==> config.mk <==
export PLATFORM = sky130hd
export DESIGN_NAME = cnn_layer_sequencer_flat
export DESIGN_NICKNAME = d
export VERILOG_FILES = /design/src/rtl/cnn_layer_sequencer_if.sv /design/src/rtl/cnn_layer_sequencer.sv /design/src/flat_wrapper.sv
export SDC_FILE = /design/constraint.sdc
export NUM_CORES = 1
export LEC_CHECK = 0
export CAP_MARGIN = 20
export CORE_ASPECT_RATIO = 2
export CORE_MARGIN = 2
export CORE_UTILIZATION = 41
export DETAILED_ROUTE_END_ITERATION = 6
export GPL_TIMING_DRIVEN = 0
export MAX_ROUTING_LAYER = met4
export PLACE_DENSITY = 0.76
export SLEW_MARGIN = 10
export SYNTH_ARGS = -nofsm -noshare
export SYNTH_HDL_FRONTEND = slang
export SYNTH_SLANG_ARGS = --single-unit
==> constraint.sdc <==
create_clock -name clk -period 1.7 [get_ports clk]
set_clock_uncertainty 0.15 [all_clocks]
set_input_delay 0.34 -clock clk [delete_from_list [all_inputs] [get_ports clk]]
set_output_delay 0.34 -clock clk [all_outputs]
set_load 0.02 [all_outputs]
==> src/rtl/cnn_layer_sequencer_if.sv <==
// cnn_layer_sequencer_if: job, input-pair, datapath and result-stream signals of the sequencer
interface cnn_layer_sequencer_if #(
  parameter int DW = 4,
  parameter int RW = 10
);
  logic          job_req;
  logic          job_ack;
  logic          in_valid;
  logic          in_ready;
  logic [DW-1:0] img_in;
  logic [DW-1:0] flt_in;
  logic          Start;
  logic [DW-1:0] Image;
  logic [DW-1:0] Filter;
  logic          ReadEn;
  logic [RW-1:0] ConvResult;
  logic          res_valid;
  logic          res_ready;
  logic [RW-1:0] res_data;
  logic          busy;
  logic          done;
  logic [15:0]   perf_cycles;
  modport master (
    input  job_req, in_valid, img_in, flt_in, ConvResult, res_ready,
    output job_ack, in_ready, Start, Image, Filter, ReadEn, res_valid, res_data, busy, done, perf_cycles
  );
  modport slave (
    output job_req, in_valid, img_in, flt_in, ConvResult, res_ready,
    input  job_ack, in_ready, Start, Image, Filter, ReadEn, res_valid, res_data, busy, done, perf_cycles
  );
endinterface

==> src/rtl/cnn_layer_sequencer.sv <==
// cnn_layer_sequencer: sequences one convolution job (NUM_MAC Start pairs, NUM_OUT ReadEn/results).
// Optional cycle counter on perf_cycles enabled by defining CNN_SEQ_PERF_EN.
module cnn_layer_sequencer #(
  parameter int NUM_MAC = 15,
  parameter int NUM_OUT = 5,
  parameter int ADD_LAT = 1,
  parameter int DW      = 4,
  parameter int RW      = 10
) (
  input logic clk,
  input logic rst_n,
  cnn_layer_sequencer_if.master bus
);
  localparam int MW = $clog2(NUM_MAC + 1);
  localparam int OW = $clog2(NUM_OUT + 1);
  typedef enum logic [1:0] {IDLE, LOAD, READ, DRAIN} stateT;
  stateT        state, nextState;
  logic [MW-1:0] macCnt;
  logic [OW-1:0] rdCnt, accCnt;
  logic [ADD_LAT-1:0] vldSr;
  logic [RW-1:0] fifoMem [2];
  logic          wrPtr, rdPtr;
  logic [1:0]    fifoCnt;
  logic [7:0]    inFlight;
  logic jobAck, accept, readEn, push, pop, issueOk, lastPair, lastIssue, lastPop;
  always_ff @(posedge clk)
    if (rst_n) state <= IDLE;
    else       state <= nextState;
  always_comb begin
    nextState = state;
    case (state)
      IDLE:    nextState = bus.job_req ? LOAD  : IDLE;
      LOAD:    nextState = lastPair    ? READ  : LOAD;
      READ:    nextState = lastIssue   ? DRAIN : READ;
      default: nextState = lastPop     ? IDLE  : DRAIN;
    endcase
  end
  always_comb begin
    inFlight = '0;
    for (int i = 0; i < ADD_LAT; i++) inFlight = inFlight + 8'(vldSr[i]);
  end
  // A pop this cycle frees a slot, so back-to-back issue is possible while the consumer keeps up
  assign push      = vldSr[ADD_LAT-1];
  assign pop       = (fifoCnt != 2'd0) && bus.res_ready;
  assign issueOk   = (inFlight + 8'(fifoCnt)) < (8'd2 + 8'(pop));
  assign jobAck    = (state == IDLE) && bus.job_req;
  assign accept    = (state == LOAD) && bus.in_valid;
  assign readEn    = (state == READ) && (rdCnt != OW'(NUM_OUT)) && issueOk;
  assign lastPair  = accept && (macCnt == MW'(NUM_MAC - 1));
  assign lastIssue = readEn && (rdCnt == OW'(NUM_OUT - 1));
  assign lastPop   = (state == DRAIN) && pop && (accCnt == OW'(NUM_OUT - 1));
  always_comb begin
    bus.job_ack   = jobAck;
    bus.in_ready  = state == LOAD;
    bus.Start     = accept;
    bus.Image     = accept ? bus.img_in : '0;
    bus.Filter    = accept ? bus.flt_in : '0;
    bus.ReadEn    = readEn;
    bus.res_valid = fifoCnt != 2'd0;
    bus.res_data  = fifoMem[rdPtr];
    bus.busy      = state != IDLE;
    bus.done      = lastPop;
  end
  always_ff @(posedge clk)
    if (rst_n) begin
      macCnt <= '0;
      rdCnt  <= '0;
      accCnt <= '0;
      vldSr  <= '0;
    end else begin
      macCnt <= jobAck ? '0 : (accept && macCnt != MW'(NUM_MAC)) ? macCnt + 1'b1 : macCnt;
      rdCnt  <= jobAck ? '0 : (readEn && rdCnt != OW'(NUM_OUT)) ? rdCnt + 1'b1 : rdCnt;
      accCnt <= jobAck ? '0 : (pop && accCnt != OW'(NUM_OUT)) ? accCnt + 1'b1 : accCnt;
      vldSr  <= ADD_LAT'({vldSr, readEn});
    end
  always_ff @(posedge clk)
    if (rst_n) begin
      fifoMem <= '{default: '0};
      wrPtr   <= 1'b0;
      rdPtr   <= 1'b0;
      fifoCnt <= 2'd0;
    end else begin
      if (push) fifoMem[wrPtr] <= bus.ConvResult;
      wrPtr   <= wrPtr ^ push;
      rdPtr   <= rdPtr ^ pop;
      fifoCnt <= fifoCnt + 2'(push) - 2'(pop);
    end
`ifdef CNN_SEQ_PERF_EN
  logic [15:0] perfCnt;
  always_ff @(posedge clk)
    if (rst_n)                                       perfCnt <= '0;
    else if (jobAck)                                 perfCnt <= 16'd1;
    else if (state != IDLE && perfCnt != 16'hFFFF)   perfCnt <= perfCnt + 16'd1;
  assign bus.perf_cycles = perfCnt;
`else
  assign bus.perf_cycles = '0;
`endif
endmodule

==> src/flat_wrapper.sv <==
// flat-port wrapper written by rule: the top's interface ports become plain ports
module cnn_layer_sequencer_flat 
#(
  parameter int NUM_MAC = 15,
  parameter int NUM_OUT = 5,
  parameter int ADD_LAT = 1,
  parameter int DW      = 4,
  parameter int RW      = 10
)
  (clk, rst_n, bus_job_req, bus_in_valid, bus_img_in, bus_flt_in, bus_ConvResult, bus_res_ready, bus_job_ack, bus_in_ready, bus_Start, bus_Image, bus_Filter, bus_ReadEn, bus_res_valid, bus_res_data, bus_busy, bus_done, bus_perf_cycles);
  cnn_layer_sequencer_if #(.DW(DW), .RW(RW)) bus_i ();
  input logic clk;
  input logic rst_n;
  input wire logic [$bits(bus_i.job_req)-1:0] bus_job_req;
  input wire logic [$bits(bus_i.in_valid)-1:0] bus_in_valid;
  input wire logic [$bits(bus_i.img_in)-1:0] bus_img_in;
  input wire logic [$bits(bus_i.flt_in)-1:0] bus_flt_in;
  input wire logic [$bits(bus_i.ConvResult)-1:0] bus_ConvResult;
  input wire logic [$bits(bus_i.res_ready)-1:0] bus_res_ready;
  output wire logic [$bits(bus_i.job_ack)-1:0] bus_job_ack;
  output wire logic [$bits(bus_i.in_ready)-1:0] bus_in_ready;
  output wire logic [$bits(bus_i.Start)-1:0] bus_Start;
  output wire logic [$bits(bus_i.Image)-1:0] bus_Image;
  output wire logic [$bits(bus_i.Filter)-1:0] bus_Filter;
  output wire logic [$bits(bus_i.ReadEn)-1:0] bus_ReadEn;
  output wire logic [$bits(bus_i.res_valid)-1:0] bus_res_valid;
  output wire logic [$bits(bus_i.res_data)-1:0] bus_res_data;
  output wire logic [$bits(bus_i.busy)-1:0] bus_busy;
  output wire logic [$bits(bus_i.done)-1:0] bus_done;
  output wire logic [$bits(bus_i.perf_cycles)-1:0] bus_perf_cycles;
  assign bus_i.job_req = bus_job_req;
  assign bus_i.in_valid = bus_in_valid;
  assign bus_i.img_in = bus_img_in;
  assign bus_i.flt_in = bus_flt_in;
  assign bus_i.ConvResult = bus_ConvResult;
  assign bus_i.res_ready = bus_res_ready;
  assign bus_job_ack = bus_i.job_ack;
  assign bus_in_ready = bus_i.in_ready;
  assign bus_Start = bus_i.Start;
  assign bus_Image = bus_i.Image;
  assign bus_Filter = bus_i.Filter;
  assign bus_ReadEn = bus_i.ReadEn;
  assign bus_res_valid = bus_i.res_valid;
  assign bus_res_data = bus_i.res_data;
  assign bus_busy = bus_i.busy;
  assign bus_done = bus_i.done;
  assign bus_perf_cycles = bus_i.perf_cycles;
  cnn_layer_sequencer #(.NUM_MAC(NUM_MAC), .NUM_OUT(NUM_OUT), .ADD_LAT(ADD_LAT), .DW(DW), .RW(RW)) u_core (.clk(clk), .rst_n(rst_n), .bus(bus_i));
endmodule
; Yosys cells after proc, flatten, opt, wreduce, memory -nomap -nowiden
; Cells that the tools add are included.
[word_totals]
elab_cells = 64
reg_bits = 37
inputBits = 23
[classes]
n_reduce_logical = 17
add_sub_neg = 7
n_mux = 13
eq_ne = 9
magnitude_cmp = 4
bitwise_logic = 4
[ops]
columns = cell, count
row1 = 10-bit two-way mux, 4
row2 = 20-bit bitwise mux, 1
row3 = 1-bit logical AND, 13
row4 = 10-bit demux with 1-bit select, 1
row5 = 8-bit less-than comparator, 1
row6 = 4-bit two-way mux, 2
row7 = 3-bit by 1-bit adder with 3-bit output (second input constant), 2
row8 = 3-bit == test (second input constant), 2
row9 = 3-bit != test (second input constant), 2
row10 = 2-bit case mux with 3 select lines, 1
row11 = 4-bit by 1-bit adder with 4-bit output (second input constant), 1
row12 = 2-bit == test (second input constant), 2
row13 = 4-bit == test (second input constant), 1
row14 = 2-bit greater-or-equal comparator (second input constant), 2
row15 = 2-bit two-way mux, 2
row16 = 4-bit != test (second input constant), 1
row17 = 1-bit NOT with 2-bit output, 2
row18 = 2-bit nonzero test, 2
row19 = 1-bit by 2-bit adder with 3-bit output, 1
row20 = 2-bit by 1-bit adder with 3-bit output (first input constant), 1
row21 = 2-bit by 1-bit adder with 2-bit output, 1
row22 = 2-bit by 1-bit == test with 1-bit output (second input constant), 1
row23 = 2-bit zero test, 1
row24 = 2-bit by 1-bit less-than comparator with 1-bit output (second input constant), 1
row25 = 4 further kinds, 6

; Depth between registers and ports, before layout
; Gate-level depths: netlist of the first run.
[logic_depth]
depth_word = 8
ltp_mapped = 8

; Worst setup path before layout of the first run
; No wires, ideal clock.
[synth_timing]
kind = register -> output
start = reg u_core.vldSr (netlist: u_core.push)
end = out bus_ReadEn
slack_ns = -0.117
stages_incl_launch_ff = 6
t_arrival_ns = 1.327
path_buffers = 0
required_ns = 1.210
cell_sequence = dfxtp_1 ha_1 ha_1 nor3b_2 nand2_2 nor2_1
[synth_via]
elab_chain_len = 3
[synth_rtl]
columns = item, line_no
row1 = start: declaration, cnn_layer_sequencer.sv:20  ; logic [ADD_LAT-1:0] vldSr;
row2 = start signal: assignment, cnn_layer_sequencer.sv:74  ; vldSr <= ADD_LAT'({vldSr, readEn});
row3 = 1-bit by 2-bit adder with 3-bit output, cnn_layer_sequencer.sv:45  ; assign issueOk = (inFlight + 8'(fifoCnt)) < (8'd2 + 8'(pop));
row4 = 8-bit less-than comparator, cnn_layer_sequencer.sv:45
row5 = 1-bit logical AND, cnn_layer_sequencer.sv:48  ; assign readEn = (state == READ) && (rdCnt != OW'(NUM_OUT)) && issueOk;
row6 = end: declaration, flat_wrapper.sv:25  ; output wire logic [$bits(bus_i.ReadEn)-1:0] bus_ReadEn;
; No other way between the ends.

; Final worst setup path of the first run
[layout_timing]
start = reg u_core.fifoCnt[0]
end = out bus_ReadEn
[layout_via]
elab_chain_len = 5
elab_cells_between_ends = 6
[layout_rtl]
columns = item, line_no
row1 = start: declaration, cnn_layer_sequencer.sv:23  ; logic [1:0] fifoCnt;
row2 = start signal: assignment, cnn_layer_sequencer.sv:86  ; fifoCnt <= fifoCnt + 2'(push) - 2'(pop);
row3 = 2-bit nonzero test, cnn_layer_sequencer.sv:44  ; assign pop = (fifoCnt != 2'd0) && bus.res_ready;
row4 = 1-bit logical AND, cnn_layer_sequencer.sv:44
row5 = 2-bit by 1-bit adder with 3-bit output, cnn_layer_sequencer.sv:45
row6 = 8-bit less-than comparator (*), cnn_layer_sequencer.sv:45
row7 = 1-bit logical AND (*), cnn_layer_sequencer.sv:48
; Mark *: on every way between the ends. The rest lies on a longest branch, timed or not.

==> run_results.csv, run 1 <==
group,metric,value,unit
status,status,"finished with violations",
status,failed_checks,"setup timing",
floorplanning,die_height,101,um
sta,finalMaxSlewViolations,0,
power,peakVddDrop,0.625,mV
floorplanning,boundaryPins,64,
sta,timing.final.crit_period,2.02,ns
sta,grt_setup_unrepaired,"yes",
sta,layout_worst_path_cycle_share,1.19,
detailed_routing,detail_route.wl_per_cell,13.6,um
detailed_routing,drt_initial_violations,18,
floorplanning,die_width,52.5,um
global_route,antenna_found_initial,0,
floorplanning,floorplan.core_area,4550,um^2
global_route,global_route.usage.total,0.190,
synth,ys_seq_area_frac,0.384,
detailed_routing,detailroute.via_count,1677,
detailed_routing,met2_wirelength,2.81,mm
cts,cts_tree,"done",
worst_hold_path,hp-start,"rst_n",
cts,clock_insertion_delay_at_the_later_pin_of_the_skew_report,0.28,ns
worst_setup_path,criticalPathCategory,"reg2out",
run,maxCapViolations,0,
global_route,grt_pass1_vias,1785,
worst_setup_path,worstSetupEndpointType,"output pin",
synth,yosysWarningCount,0,
power,power.share.clock,0.286,
worst_setup_path,rr_worst_depth,7,
sta,fin_worst_setup_slack,-0.317,ns
floorplanning,initial_core_util,0.423,
detailed_routing,antenna_left,0,
power,switching_share,0.284,
detailed_routing,drt-vias-per-instance,4.74,
detailed_routing,routed_wirelength,4.81,mm
cts,path_clk_slew,0.07,ns
cts,htreeDepth,2,
floorplanning,placementRows,35,
synth,synth.largest_area_cell,"sky130_fd_sc_hd__dfxtp_1",
detailed_routing,remaining_drc_errors,0,
placement,place_worst_setup_slack,-0.786,ns
synth,syn-mean-instance-area,9.40,um^2
global_route,overflow,0,
finish,insertedDiodeCount,0,
global_route,grt_first_pass_wirelength,7.47,mm
worst_setup_path,cp_peak_stage_delay,0.37,ns
power,combPwrFrac,0.264,
sta,setup_viol_count_final,25,
synth,post_syn_instances,205,
power,seq_power_share,0.450,
worst_setup_path,timing.critical_path.from_type,"register",
power,power_density,669,nW/um^2
worst_setup_path,worstPathRequired,1.21,ns
worst_setup_path,path_cells,"ha_4, ha_4, nor3b_4, nand2_2, nor2_4, buf_6",
power,leakage,1.30,nW
worst_setup_path,path_max_fanout,4,
sta,final_hold_violating_endpoints,0,
placement,globalplace.congestion,0.711,
cts,root_buffer,"sky130_fd_sc_hd__clkbuf_8",
detailed_routing,drt-pass1-iter-count,4,
worst_setup_path,timing.critical_path.arrival,1.53,ns
worst_setup_path,crit_path_top_delay_cell,"sky130_fd_sc_hd__dfxtp_4",
placement,dp_hpwl,2.97,mm
global_route,grt_max_degree,12,
finish,area_growth_from_synthesis_to_final_layout,59.4,%
placement,buffer_ports.inserted,46,
synth,postSynthRegisterBits,37,
finish,drive_above_1_share,0.421,
synth,post_synth_top_area_share,0.384,
sta,setup_tns,-2.54,ns
detailed_routing,wl_met1,1.70,mm
cts,clock_sinks,37,
synth,synth_top_cells_by_area,"sky130_fd_sc_hd__dfxtp_1 38%, sky130_fd_sc_hd__mux2i_1 11%, sky130_fd_sc_hd__ha_1 9.1%",
floorplanning,die_area,5300,um^2
worst_setup_path,critical_path.reg2reg.startpoint,"u_core.fifoCnt[0]",
power,power.net_switching,583,uW
worst_hold_path,worstHoldPathCells,2,
cts,clk_path_buf_depth,2,
worst_setup_path,worstSetupStartpoint,"u_core.fifoCnt[0]",
detailed_routing,highest-signal-layer,"met4",
cts,cts_buffers,5,
worst_hold_path,holdCritPathClass,"in2reg",
worst_setup_path,worst_path_most_repeated_cell,"sky130_fd_sc_hd__ha_4",
detailed_routing,met3_length,211,um
sta,fmax,496,MHz
finish,nets,335,
synth,post_synth_instance_area,1930,um^2
power,p_int,1.47,mW
synth,synth.distinct_cells,37,
[power groups by stage]
stage	combinational (mW)	sequential (mW)	clock (mW)
CTS	0.434	0.915	0.605
floorplan	0.233	0.928	0
global route	0.577	0.927	0.636
detailed placement	0.362	0.933	0
global placement	0.353	0.933	0
finish	0.543	0.923	0.587
[worst max-delay path: cells and delay by family, from the launching register on]
| kind | cells | cell delay (ns) |
|---|---|---|
| simple gates | 3 | 0.44 |
| fa+ha+maj | 2 | 0.31 |
| buf+inv | 1 | 0.12 |
| flops | 1 | 0.37 |
[cells in the mapped netlist]
cell and n:
sky130_fd_sc_hd__nor4bb_1 1, sky130_fd_sc_hd__and2_1 8, sky130_fd_sc_hd__dfxtp_1 37, sky130_fd_sc_hd__nor3b_2 1
sky130_fd_sc_hd__mux2_2 10, sky130_fd_sc_hd__a311oi_1 1, sky130_fd_sc_hd__xnor2_1 4, sky130_fd_sc_hd__xor2_1 2
sky130_fd_sc_hd__buf_2 2, sky130_fd_sc_hd__a31oi_1 1, sky130_fd_sc_hd__nand2_2 1, sky130_fd_sc_hd__o21a_1 1
sky130_fd_sc_hd__buf_4 16, sky130_fd_sc_hd__nor3_1 4, sky130_fd_sc_hd__or2_2 3, sky130_fd_sc_hd__or3_1 3
sky130_fd_sc_hd__inv_1 11, sky130_fd_sc_hd__nand3b_1 1, sky130_fd_sc_hd__nand3_1 2, sky130_fd_sc_hd__clkbuf_1 5
sky130_fd_sc_hd__mux2i_1 21, sky130_fd_sc_hd__o31ai_1 1, sky130_fd_sc_hd__conb_1 1, sky130_fd_sc_hd__a211oi_1 1
sky130_fd_sc_hd__a21oi_1 6, sky130_fd_sc_hd__nor3b_1 1, sky130_fd_sc_hd__o21ai_0 4, sky130_fd_sc_hd__nor2b_1 1
sky130_fd_sc_hd__nor2_1 30, sky130_fd_sc_hd__and2b_2 2, sky130_fd_sc_hd__buf_1 1, sky130_fd_sc_hd__a211oi_2 1
sky130_fd_sc_hd__o21ai_2 1, sky130_fd_sc_hd__nand2_1 3, sky130_fd_sc_hd__ha_1 14, sky130_fd_sc_hd__or4_1 1
sky130_fd_sc_hd__nand4_1 2
[repair_timing]
action	CTS	global route
resized for setup	159	47
setup buffers	15	11
pin swaps	14	8
setup endpoints to repair	30	37
hold endpoints to repair	0	0
hold buffers	0	0
gates cloned	2	0
[kinds of logic after synthesis]
group | Yosys count | share of synthesized area
buf+inv | 35 | 0.101
flops | 37 | 0.384
compound gates | 17 | 0.0565
fa+ha+maj | 14 | 0.0909
xor+xnor | 6 | 0.0273
mux | 31 | 0.168
simple gates | 64 | 0.171
other cells | 1 | 0.00195
[final cells by class]
type                            instances  area (um^2)
Fill cell                             352         1480
Multi-Input combinational cell        148         1230
Buffer                                 24          176
Clock inverter                          2         10.0
Inverter                               11         43.8
Timing Repair Buffer                   71          707
Tap cell                               55         68.8
Sequential cell                        37          761
Clock buffer                            6         72.6
[final timing paths]
check                 endpoint  slack, ns
max                 bus_ReadEn      -0.32
max reg2reg    u_core.rdCnt[1]      -0.27
min          u_core.fifoMem[0]       0.32
min reg2reg  u_core.fifoMem[4]       0.35
[flip-flops by register name, indices dropped and copies added, names as in the netlist]
signal,cells
u_core.rdPtr,1
u_core.macCnt,4
u_core.wrPtr,1
u_core.state,2
u_core.rdCnt,3
u_core.push,1
u_core.accCnt,3
u_core.fifoMem,20
u_core.fifoCnt,2
[cells in the final DEF (no fill, tap or decap), types with 6 or more instances in the layout]
| cell type | count |
|---|---|
| sky130_fd_sc_hd__a21oi_1 | 6 |
| sky130_fd_sc_hd__and2_4 | 8 |
| sky130_fd_sc_hd__buf_4 | 32 |
| sky130_fd_sc_hd__buf_6 | 28 |
| sky130_fd_sc_hd__clkdlybuf4s50_1 | 19 |
| sky130_fd_sc_hd__conb_1 | 16 |
| sky130_fd_sc_hd__dfxtp_1 | 31 |
| sky130_fd_sc_hd__ha_1 | 10 |
| sky130_fd_sc_hd__inv_1 | 8 |
| sky130_fd_sc_hd__mux2_4 | 10 |
| sky130_fd_sc_hd__mux2i_1 | 21 |
| sky130_fd_sc_hd__nor2_1 | 28 |
[stage by stage]
stage / instance area, um^2 / hold slack, ns / cells / power [mW] / util
after floorplan: 2020 / 0.304 / 220 / 1.16 / -
after global placement: 2550 / 0.317 / 321 / 1.29 / 0.560
after detailed placement: 2550 / 0.328 / 321 / 1.30 / 0.560
after CTS: 2870 / 0.306 / 346 / 1.95 / 0.629
after global routing: 3070 / 0.347 / 354 / 2.14 / 0.674
final: 3070 / 0.324 / 354 / 2.05 / 0.674
[layer usage]
| layer | vias to the layer above | GRT usage |
|---|---|---|
| met5 | - | - |
| met4 | 0 | 0.0848 |
| met2 | 60 | 0.355 |
| met1 | 768 | 0.178 |
| met3 | 9 | 0.0356 |
| li1 | 840 | - |
Power figures use the tool's default switching activity.
==> run 2, diff against run 1 <==
--- a/config.mk
+++ b/config.mk
@@ -12,7 +12,8 @@
 export DETAILED_ROUTE_END_ITERATION = 6
 export GPL_TIMING_DRIVEN = 0
 export MAX_ROUTING_LAYER = met4
-export PLACE_DENSITY = 0.76
+export PLACE_DENSITY = 0.84
+export SKIP_LAST_GASP = 1
 export SLEW_MARGIN = 10
 export SYNTH_ARGS = -nofsm -noshare
 export SYNTH_HDL_FRONTEND = slang
==> run 2 against run 1 <==
The run still ends with setup timing left. Clock-buffer cell count is 1 lower. Global-route usage hardly changed. Sequential cell count did not move. Die area unchanged. Largest cell class unchanged. Total power grew 1.4%. Sequential power hardly changed. Wire length is 8.9% higher. Setup slack gained 0.013 ns. First-iteration DRC count rose by 5.6%. Non-clock buffer count up 3. Hold slack improved by 0.026 ns.
==> run_results.csv, run 2 (synthesized netlist as in run 1, its figures left out) <==
group,metric,value,unit
sta,grt_setup_unrepaired,"yes",
sta,setup_tns,-3.29,ns
global_route,groute.layer.met3.usage,0.0312,
run,maxCapViolations,0,
floorplanning,placementRows,35,
finish,fin_util,0.676,
placement,buffer_ports.inserted,46,
worst_setup_path,timing.critical_path.arrival,1.51,ns
detailed_routing,routed_wirelength,5.24,mm
detailed_routing,drt-pass1-iter-count,4,
sta,worst_pin_slew,0.605,ns
power,power_density,676,nW/um^2
finish,regMostFlops,"u_core.fifoMem",
global_route,grt_pass1_vias,1682,
sta,fin_worst_setup_slack,-0.304,ns
finish,layout.cells.most_common_list,"36 x sky130_fd_sc_hd__buf_4, 29 x sky130_fd_sc_hd__dfxtp_1, 28 x sky130_fd_sc_hd__nor2_1, 28 x sky130_fd_sc_hd__buf_6, 21 x sky130_fd_sc_hd__mux2i_1",
power,peakVddDrop,0.531,mV
worst_hold_path,holdCritPathClass,"reg2reg",
sta,final_hold_violating_endpoints,0,
cts,clock_insertion_delay_at_the_later_pin_of_the_skew_report,0.29,ns
detailed_routing,detailroute.via_count,1710,
global_route,grt.busiest_layer,"met2",
status,failed_checks,"setup timing",
finish,drive_above_1_share,0.430,
cts,path_clk_slew,0.08,ns
floorplanning,boundaryPins,64,
sta,fmax,499,MHz
floorplanning,die_height,101,um
power,leakage,1.32,nW
cts,root_buffer,"sky130_fd_sc_hd__clkbuf_8",
global_route,grt_use_met1,0.151,
sta,layout_worst_path_cycle_share,1.18,
sta,fin_hold_ws,0.350,ns
sta,slew-limit-headroom,0.597,
global_route,overflow,0,
floorplanning,die_width,52.5,um
cts,clk_path_buf_depth,2,
finish,nets,338,
detailed_routing,remaining_drc_errors,0,
cts,htreeDepth,2,
global_route,antenna_found_initial,0,
placement,dp_hpwl,3.06,mm
finish,area_growth_from_synthesis_to_final_layout,59.7,%
sta,setup_viol_count_final,25,
floorplanning,die_area,5300,um^2
sta,timing.final.crit_period,2.00,ns
finish,biggestRegsByFlops,"u_core.fifoMem (20), u_core.macCnt (4)",
global_route,grt_first_pass_wirelength,7.25,mm
sta,finalMaxSlewViolations,0,
finish,insertedDiodeCount,0,
floorplanning,floorplan.core_area,4550,um^2
status,status,"finished with violations",
finish,n_fill_cell,344,
worst_setup_path,worstSetupEndpointType,"output pin",
cts,cts_buffers,5,
finish,final_common_cell,"sky130_fd_sc_hd__buf_4",
floorplanning,initial_core_util,0.423,
global_route,grt_max_degree,13,
finish,largest_register_ff_count,20,
worst_setup_path,timing.critical_path.from_type,"register",
detailed_routing,antenna_left,0,
global_route,global_route.usage.total,0.190,
cts,clock_sinks,37,
cts,cts_tree,"done",
detailed_routing,drt-vias-per-instance,4.79,
worst_setup_path,path_max_fanout,4,
global_route,grt_use_met2,0.390,
detailed_routing,detail_route.wl_per_cell,14.7,um
placement,globalplace.congestion,0.773,
worst_setup_path,worstPathRequired,1.21,ns
worst_setup_path,criticalPathCategory,"reg2out",
detailed_routing,drt_initial_violations,19,
[run 2: report_power, final]
part / total (mW) / internal (mW) / switching [mW]
clock: 0.597 / 0.283 / 0.315
sequential: 0.926 / 0.890 / 0.0358
combinational: 0.559 / 0.310 / 0.249
total: 2.08 / 1.48 / 0.599
[run 2: stage by stage]
stage | cell area (um^2) | total power, mW | cells | setup slack, ns
after floorplan | 2020 | 1.16 | 220 | -0.0498
after global placement | 2550 | 1.29 | 321 | -0.796
after detailed placement | 2550 | 1.30 | 321 | -0.796
after global routing | 3080 | 2.17 | 357 | -0.366
final | 3080 | 2.08 | 357 | -0.304
after CTS | 2890 | 1.99 | 350 | -0.301
[run 2: critical path, cell delays in order, from the launching register on]
cell and delay (ns):
sky130_fd_sc_hd__dfxtp_4 0.37, sky130_fd_sc_hd__ha_4 0.16, sky130_fd_sc_hd__ha_4 0.15, sky130_fd_sc_hd__nor3b_4 0.20, sky130_fd_sc_hd__nand2_2 0.10, sky130_fd_sc_hd__nor2_4 0.11, sky130_fd_sc_hd__buf_6 0.12
[run 2: path summary, 6_finish.rpt]
kind / cells after the start / slack (ns) / endpoint / startpoint
max: 6 / -0.30 / bus_ReadEn / u_core.fifoCnt[0]
min: 2 / 0.35 / u_core.fifoMem[9] / u_core.fifoMem[9]
max reg2reg: 7 / -0.30 / u_core.rdCnt[1] / u_core.fifoCnt[0]
min reg2reg: 2 / 0.35 / u_core.fifoMem[9] / u_core.fifoMem[9]
[run 2: final cells by class]
cell class / instances / area (um^2) / share of cell area
plain buffers: 24 / 176 / 0.0573
clock buffers: 5 / 68.8 / 0.0224
clock inverters: 3 / 17.5 / 0.00569
inverters: 11 / 41.3 / 0.0134
multi-input cells: 148 / 1200 / 0.390
flip-flops and latches: 37 / 763 / 0.248
well taps: 55 / 68.8 / 0.0224
repair buffers: 74 / 741 / 0.241
[run 2: metal layers]
layer | vias to the layer above | wire length [um]
met4 | 0 | 87
met2 | 67 | 3210
met1 | 791 | 1720
li1 | 844 | -
met3 | 8 | 219
met5 | - | 0
[run 2: repair_timing]
item | in CTS | in global routing
buffers inserted | 19 | 8
cloned | 2 | 0
endpoints found under the setup margin | 31 | 34
resized for setup | 162 | 47
hold buffers | 0 | 0
pin swaps | 15 | 8
==> run 3, diff against run 2 <==
--- a/config.mk
+++ b/config.mk
@@ -5,14 +5,14 @@
 export SDC_FILE = /design/constraint.sdc
 export NUM_CORES = 1
 export LEC_CHECK = 0
-export CAP_MARGIN = 20
+export CAP_MARGIN = 10
 export CORE_ASPECT_RATIO = 2
 export CORE_MARGIN = 2
-export CORE_UTILIZATION = 41
+export CORE_UTILIZATION = 40
 export DETAILED_ROUTE_END_ITERATION = 6
 export GPL_TIMING_DRIVEN = 0
 export MAX_ROUTING_LAYER = met4
-export PLACE_DENSITY = 0.84
+export PLACE_DENSITY = 0.82
 export SKIP_LAST_GASP = 1
 export SLEW_MARGIN = 10
 export SYNTH_ARGS = -nofsm -noshare
==> run 3 against run 2 <==
Setup slack better by 0.0023 ns. Hold slack worse by 0.047 ns. The run still ends with setup timing left. First-iteration DRC count up 63%. Sequential power about the same. Non-clock buffer count down 3. Sequential share of layout area up 0.42 points. Highest routed layer unchanged. Sequential cell count unchanged. Final cell count down 0.84%. Critical path depth unchanged. Wire length down 8.2%. Core utilization down 2.4 points. Die area up 2.4%.
==> run_results.csv, run 3 (synthesized netlist as in run 1, its figures left out) <==
group,metric,value,unit
floorplanning,initial_core_util,0.415,
floorplanning,placementRows,35,
placement,detailed_place.area,2550,um^2
finish,n_fill_cell,369,
cts,cts_buffers,5,
worst_setup_path,timing.critical_path.from_type,"register",
placement,globalplace.congestion,0.722,
detailed_routing,detailroute.via_count,1693,
floorplanning,die_area,5420,um^2
cts,cts_hold_buffers,0,
placement,buffer_ports.inserted,46,
worst_setup_path,worstPathRequired,1.21,ns
global_route,grt_first_pass_wirelength,7.36,mm
finish,largest_register_ff_count,20,
sta,fmax,500,MHz
finish,stdcell_area,3030,um^2
finish,multi_input_comb_area,1210,um^2
worst_hold_path,holdCritPathClass,"in2reg",
worst_setup_path,path_max_fanout,3,
power,overall_power_of_the_completed_layout,2.00,mW
global_route,grt_max_degree,12,
detailed_routing,drt_initial_violations,31,
global_route,antenna_found_initial,0,
finish,drive_above_1_share,0.428,
placement,dp_hpwl,3.16,mm
power,peakVddDrop,0.584,mV
sta,fin_hold_ws,0.303,ns
power,power_density,659,nW/um^2
cts,htreeDepth,2,
placement,dp_cells,321,
detailed_routing,remaining_drc_errors,0,
finish,final_common_cell,"sky130_fd_sc_hd__buf_4",
floorplanning,boundaryPins,64,
sta,final_hold_violating_endpoints,0,
finish,regMostFlops,"u_core.fifoMem",
detailed_routing,routed_wirelength,4.81,mm
global_route,overflow,0,
finish,insertedDiodeCount,0,
detailed_routing,drt-pass1-iter-count,4,
status,failed_checks,"setup timing",
run,maxCapViolations,0,
global_route,grt_pass1_vias,1693,
cts,root_buffer,"sky130_fd_sc_hd__clkbuf_8",
worst_setup_path,timing.critical_path.arrival,1.51,ns
worst_setup_path,criticalPathCategory,"reg2out",
cts,clock_sinks,37,
worst_setup_path,worstSetupEndpointType,"output pin",
sta,grt_setup_unrepaired,"yes",
finish,nets,335,
global_route,global_route.usage.total,0.187,
cts,cts_tree,"done",
detailed_routing,detail_route.wl_per_cell,13.6,um
finish,layout.cells.most_common_list,"37 x sky130_fd_sc_hd__buf_4, 29 x sky130_fd_sc_hd__dfxtp_1, 28 x sky130_fd_sc_hd__nor2_1",
finish,biggestRegsByFlops,"u_core.fifoMem (20), u_core.macCnt (4)",
finish,fin_util,0.652,
sta,fin_worst_setup_slack,-0.302,ns
detailed_routing,antenna_left,0,
power,leakage,1.30,nW
sta,timing.final.crit_period,2.00,ns
finish,stdcell_count,354,
status,status,"finished with violations",
cts,path_clk_slew,0.07,ns
floorplanning,die_height,102,um
sta,finalMaxSlewViolations,0,
floorplanning,die_width,53.1,um
finish,seqCellArea,763,um^2
sta,setup_viol_count_final,25,
floorplanning,floorplan.core_area,4640,um^2
finish,area_growth_from_synthesis_to_final_layout,57.1,%
cts,clk_path_buf_depth,2,
cts,clock_insertion_delay_at_the_later_pin_of_the_skew_report,0.29,ns
detailed_routing,drt-vias-per-instance,4.78,
sta,layout_worst_path_cycle_share,1.18,
[run 3: changes by cell type in the layout (fill, tap and decap cells not counted), moves of 2 or more]
cell / previous run / this run
sky130_fd_sc_hd__inv_2: 5 / 3
sky130_fd_sc_hd__buf_6: 28 / 23
sky130_fd_sc_hd__inv_1: 6 / 8
sky130_fd_sc_hd__buf_2: 3 / 5
[run 3: worst paths after layout]
kind	endpoint	cells past startpoint	slack, ns	startpoint
max reg2reg	u_core.rdCnt[1]	7	-0.27	u_core.fifoCnt[0]
min reg2reg	u_core.fifoMem[1]	2	0.35	u_core.fifoMem[1]
min	u_core.fifoMem[0]	2	0.30	rst_n
max	bus_ReadEn	6	-0.30	u_core.fifoCnt[0]
[run 3: power breakdown]
group          leakage (nW)  switching (mW)  internal, mW
Combinational         0.953           0.221         0.269
Clock                0.0450           0.299         0.284
Sequential            0.304          0.0344         0.888
Total                  1.30           0.555          1.44
[run 3: layout make-up]
class                   count  area share
flip-flops and latches     37       0.252
plain buffers              24      0.0583
clock inverters             2     0.00331
multi-input cells         148       0.401
well taps                  55      0.0227
clock buffers               6      0.0240
inverters                  11      0.0136
repair buffers             71       0.225
[run 3: worst max-delay path, cell delays in order, from the launching register on]
cell and delay, ns:
sky130_fd_sc_hd__dfxtp_4 0.36, sky130_fd_sc_hd__ha_4 0.16, sky130_fd_sc_hd__ha_4 0.15, sky130_fd_sc_hd__nor3b_4 0.22
sky130_fd_sc_hd__nand2_2 0.10, sky130_fd_sc_hd__nor2_4 0.10, sky130_fd_sc_hd__buf_6 0.12
[run 3: routing by layer]
| metal | GRT usage | wire length, um |
|---|---|---|
| met5 | - | 0 |
| met4 | 0.0671 | 88 |
| met3 | 0.0365 | 266 |
| met2 | 0.351 | 2680 |
| met1 | 0.180 | 1770 |
[run 3: timing repair]
item / CTS / global route
gates resized for setup: 164 / 38
pin swaps: 13 / 10
cloned: 2 / 0
setup buffers: 16 / 9
setup endpoints to repair: 30 / 31
[run 3: metrics by stage]
stage | setup TNS, ns | setup WS [ns]
detailed placement | -17.15 | -0.797
global route | -3.83 | -0.368
CTS | -3.07 | -0.285
floorplan | -0.0859 | -0.0498
global placement | -16.68 | -0.791
finish | -2.49 | -0.302
